<file path="config.mk">
export PLATFORM = sky130hd
export DESIGN_NAME = pipe_stage_skid
export DESIGN_NICKNAME = d
export VERILOG_FILES = /design/src/rtl/pipe_stage_skid.sv
export SDC_FILE = /design/constraint.sdc
export NUM_CORES = 1
export LEC_CHECK = 0
export CAP_MARGIN = 20
export CORE_AREA = 2 2 129 256
export DETAILED_ROUTE_END_ITERATION = 16
export DIE_AREA = 0 0 131 258
export GPL_TIMING_DRIVEN = 0
export PLACE_DENSITY = 0.77
export SLEW_MARGIN = 10
export SYNTH_ARGS = -nofsm -noshare
export SYNTH_HDL_FRONTEND = slang
export SYNTH_SLANG_ARGS = --single-unit
</file>
<file path="constraint.sdc">
create_clock -name Clk -period 13.28 [get_ports Clk]
set_clock_uncertainty 0.15 [all_clocks]
set_input_delay 1.992 -clock Clk [delete_from_list [all_inputs] [get_ports Clk]]
set_output_delay 1.992 -clock Clk [all_outputs]
set_load 0.02 [all_outputs]
</file>
<file path="src/rtl/pipe_stage_skid.sv">
// Parametrised pipeline stage register with valid/ready handshake,
// synchronous flush and an optional 2-entry skid buffer.
module pipe_stage_skid #(
    parameter int CTRL_W = 16,
    parameter int DATA_W = 128,
    parameter int SKID   = 1
) (
    input  logic              Clk,
    input  logic              Reset,
    input  logic              InValid,
    output logic              InReady,
    input  logic [CTRL_W-1:0] InCtrl,
    input  logic [DATA_W-1:0] InData,
    input  logic              Flush,
    output logic              OutValid,
    input  logic              OutReady,
    output logic [CTRL_W-1:0] OutCtrl,
    output logic [DATA_W-1:0] OutData,
    output logic [1:0]        Occupancy
);

    localparam logic HAS_SKID = (SKID != 0);

    logic              r_main_v;
    logic [CTRL_W-1:0] r_main_ctrl;
    logic [DATA_W-1:0] r_main_data;
    logic              r_skid_v;
    logic [CTRL_W-1:0] r_skid_ctrl;
    logic [DATA_W-1:0] r_skid_data;

    logic w_in_ready;
    logic w_accept;
    logic w_consume;
    logic w_main_free;

    // Handshake terms; with a skid buffer InReady comes straight from a flop.
    always_comb begin
        w_in_ready  = HAS_SKID ? ~r_skid_v : (~r_main_v | OutReady);
        w_accept    = InValid & w_in_ready;
        w_consume   = r_main_v & OutReady;
        w_main_free = ~r_main_v | w_consume;
    end

    // Main register: refilled from skid first to keep FIFO order, else from input.
    always_ff @(posedge Clk or posedge Reset) begin
        if (Reset) begin
            r_main_v    <= 1'b0;
            r_main_ctrl <= '0;
            r_main_data <= '0;
        end else if (Flush) begin
            r_main_v    <= 1'b0;
            r_main_ctrl <= '0;
        end else if (w_main_free) begin
            if (r_skid_v) begin
                r_main_v    <= 1'b1;
                r_main_ctrl <= r_skid_ctrl;
                r_main_data <= r_skid_data;
            end else if (w_accept) begin
                r_main_v    <= 1'b1;
                r_main_ctrl <= InCtrl;
                r_main_data <= InData;
            end else begin
                r_main_v    <= 1'b0;
                r_main_ctrl <= '0;
            end
        end
    end

    // Skid register: catches an accept that arrives while main is stalled.
    always_ff @(posedge Clk or posedge Reset) begin
        if (Reset) begin
            r_skid_v    <= 1'b0;
            r_skid_ctrl <= '0;
            r_skid_data <= '0;
        end else if (Flush) begin
            r_skid_v    <= 1'b0;
            r_skid_ctrl <= '0;
        end else if (r_skid_v && w_consume) begin
            r_skid_v    <= 1'b0;
            r_skid_ctrl <= '0;
        end else if (HAS_SKID && w_accept && !w_main_free) begin
            r_skid_v    <= 1'b1;
            r_skid_ctrl <= InCtrl;
            r_skid_data <= InData;
        end
    end

    // Outputs; control is already zero in the main register on a bubble.
    always_comb begin
        InReady   = w_in_ready;
        OutValid  = r_main_v;
        OutCtrl   = r_main_ctrl;
        OutData   = r_main_data;
        Occupancy = {1'b0, r_main_v} + {1'b0, r_skid_v};
    end

endmodule

</file>
==> impl_summary.txt <==
----------------------------------------------------
[Drt]
  Count of antenna-violating nets left after detailed routing ... 0
  Vias ... 7921
  Violation count after the first detailed-routing iteration ... 258
  Final WL ... 31300 um
  Drt first pass iters ... 4
  Via density ... 4.95
  Wire length per cell ... 19.5 um
  Post-route DRC violation count ... 0

[Floorplanning]
  Effective utilization at floorplan ... 39.1%
  Width of the die ... 131 um
  Y dimension of the die ... 258 um
  Overall die area ... 0.0338 mm2
  Standard-cell row count ... 93
  Io pins ... 297
  Area of the core ... 0.0320 mm2

[Run]
  Number of maximum-capacitance violations ... 0

[Timing]
  Worst slew margin ... 54.8%
  Portion of the clock cycle consumed by the worst path in the final layout ... 36.3%
  Final-report hold violation count ... 0
  F_max ... 207 MHz
  Setup repair after global routing missed its margin ... false
  Tightest Pin Transition ... 0.678 ns
  Final max-slew violation count ... 0
  Min Tclk post-route ... 4.82 ns
  Final Setup Violations ... 0

[Clocking]
  Clock latency on the worst-skew pair ... 0.54 ns
  H-tree depth ... 1
  Clock-pin transition on the worst setup and hold timing paths ... 0.07 ns
  Root buffer selected by CTS ... clkbuf_16
  # hold bufs at CTS ... 0
  CTS buffer count ... 27
  Post-CTS Repair Setup Buffers ... 0
  Max Buffers Root-to-Sink ... 3
  Post_cts resized ... 0
  Clock tree from TritonCTS ... built
  Count of clock tree sinks ... 290

[Worst setup path]
  Buffers plus inverters on the worst setup path ... 5
  Kind of cell adding the most delay to the critical path ... buffers and inverters
  Worst Setup End Kind ... output port
  Setup crit start kind ... flop
  Crit-path max FO ... 10
  Cell seen most often among critical-path stages ... buf_2
  Library cell contributing the largest single delay on the critical path ... clkdlybuf4s50_1
  Arrival time worst endpoint ... 2.68 ns
  Critical Setup Path Class ... reg2out
  Worst EP required ... 11.14 ns
  CP Cell Sequence ... buf_2, buf_2, clkbuf_1, inv_1, clkdlybuf4s50_1
  Largest stage delay on the critical path ... 0.55 ns

[Logic synthesis]
  Cells after synthesis ... 822
  Avg Inst Size Synth ... 15.2 um2
  Mapped Nets ... 972
  Number of storage elements in the synthesis netlist ... 290
  Portion of the post-synthesis area used by sequential elements ... 58.1%
  Synth top area share ... 58.1%
  Netlist area before placement ... 0.0125 mm2
  Synth warn ... 0
  Synth unique cells ... 23
  Post-synth top area cell ... dfrtp_1
  Synth top area cells ... dfrtp_1 (58%), mux2_2 (31%), mux2_1 (4.0%)

[Power]
  Highest ir drop seen on vdd ... 0.000120 V
  Power density over the cells ... 157 mW/mm2
  Leakage dissipation ... 0.00710 uW

[Finish]
  Area taken by flip-flops and latches ... 0.00726 mm2
  Final nets ... 1299
  Share of the core filled with cells in the final layout ... 53.1%
  Area of the multi-input gates ... 0.00490 mm2
  Area delta synth->final ... 35.9%
  Proportion of layout cells with a drive suffix above 1 ... 36.6%
  Final-layout fill cell count ... 2675
  Non-Filler Instances ... 1600

[Global route]
  Initial antenna violation count ... 5
  Global route total overflow ... 0
  Vias in the first global route ... 8849
  Global-route wire length before repair ... 48400 um
  GRT Total Usage ... 18.5%
  Maximum number of pins on one net before global-route repair ... 121

[Placement]
  Placed insts ... 1547
  Final weighted congestion in routability-driven placement ... 0.829
  HPWL reported at the end of detailed placement ... 23100 um
  # port buffers ... 296

[Hold path]
  Path class of the lowest-slack min-delay path ... reg2reg

[Status]
  Outcome ... complete, no violations

----------------------------------------------------
-- synthesized netlist by cell type, drive strengths merged --
cell      n
clkbuf   11
inv       2
nor3      1
buf      42
ha        1
mux2    384
nor2b     1
a22o     32
a311oi    1
nor4bb    1
nand2    32
nor2      3
a21oi     2
nand2b    1
nor4b     1
a211oi    1
o21ai    16
dfrtp   290
-- worst paths after layout --
check                          startpoint             end  slack [ns]  cells after the start
setup / recovery                 r_skid_v         InReady        8.46                      5
hold / removal             r_skid_data[2]  r_skid_data[2]        0.33                      1
setup reg to reg                 r_skid_v     OutData[21]       10.88                      5
hold reg to reg            r_skid_data[2]  r_skid_data[2]        0.33                      1
max in group asynchronous           Reset      OutData[8]       10.12                      3
min in group asynchronous           Reset     OutData[98]        1.82                      2
-- cell type report --
class,count,area share (%)
Antenna cell,5,0.0737
Buffer,53,1.96
Clock buffer,35,4.27
Clock inverter,13,1.08
Inverter,2,0.0884
Multi-Input combinational cell,477,28.9
Sequential cell,290,42.7
Tap cell,427,3.15
Timing Repair Buffer,298,17.8
-- through the flow --
stage / hold slack (ns) / power [uW] / worst slack (ns) / setup TNS [ns] / cell area [um2]
finish: 0.335 / 2660 / 8.46 / 0 / 17000
global route: 0.351 / 2780 / 8.27 / 0 / 17000
CTS: 0.338 / 2700 / 8.39 / 0 / 17000
detailed placement: 0.322 / 1880 / 8.78 / 0 / 16100
global placement: 0.311 / 1850 / -0.303 / -76.76 / 16000
floorplan: 0.302 / 1540 / 3.13 / 0 / 12500
-- sequential cells by signal, indices dropped and copies added (netlist names) --
| name | count |
|---|---|
| OutData | 128 |
| r_skid_data | 128 |
| OutCtrl | 16 |
| r_skid_ctrl | 16 |
| OutValid | 1 |
| r_skid_v | 1 |
-- layout by cell type (no fill, tap or decap), types with 2 or more instances in the layout --
| cell | count |
|---|---|
| buf_4 | 12 |
| o21ai_0 | 16 |
| clkinvlp_4 | 2 |
| diode_2 | 5 |
| buf_16 | 2 |
| buf_8 | 4 |
| dfrtp_1 | 290 |
| buf_2 | 23 |
| inv_8 | 2 |
| mux2_1 | 44 |
| clkbuf_16 | 27 |
| buf_6 | 2 |
| bufinv_16 | 4 |
| clkdlybuf4s50_1 | 296 |
| nor2_1 | 3 |
| mux2_2 | 340 |
| nand2_1 | 32 |
| a21oi_1 | 2 |
| clkinv_2 | 4 |
| a22o_1 | 32 |
| clkbuf_8 | 2 |
| clkbuf_1 | 17 |
-- logic make-up (layout without fill, tap and decap cells) --
family / Yosys count / count (layout) / share of synthesized area (%)
buf+inv: 55 / 401 / 2.72
simple gates: 40 / 40 / 1.39
other cells: 0 / 5 / 0
fa+ha+maj: 1 / 1 / 0.100
mux: 384 / 384 / 34.6
flops: 290 / 290 / 58.1
compound gates: 52 / 52 / 3.14
-- report_power, final --
group	switching [uW]	internal [uW]	leakage [uW]
Sequential	107	1080	0.00355
Clock	342	466	0.000441
Combinational	287	377	0.00311
-- routing by layer --
metal  vias up  part of all wire, %  GRT usage, %
li1       3622                    -             -
met1      4022                   33          17.7
met2       216                   58          36.8
met3        61                  5.0          3.17
met4         0                  4.0          8.30
met5         -                    0             0
Note: power is estimated with default switching activity, not from simulation.
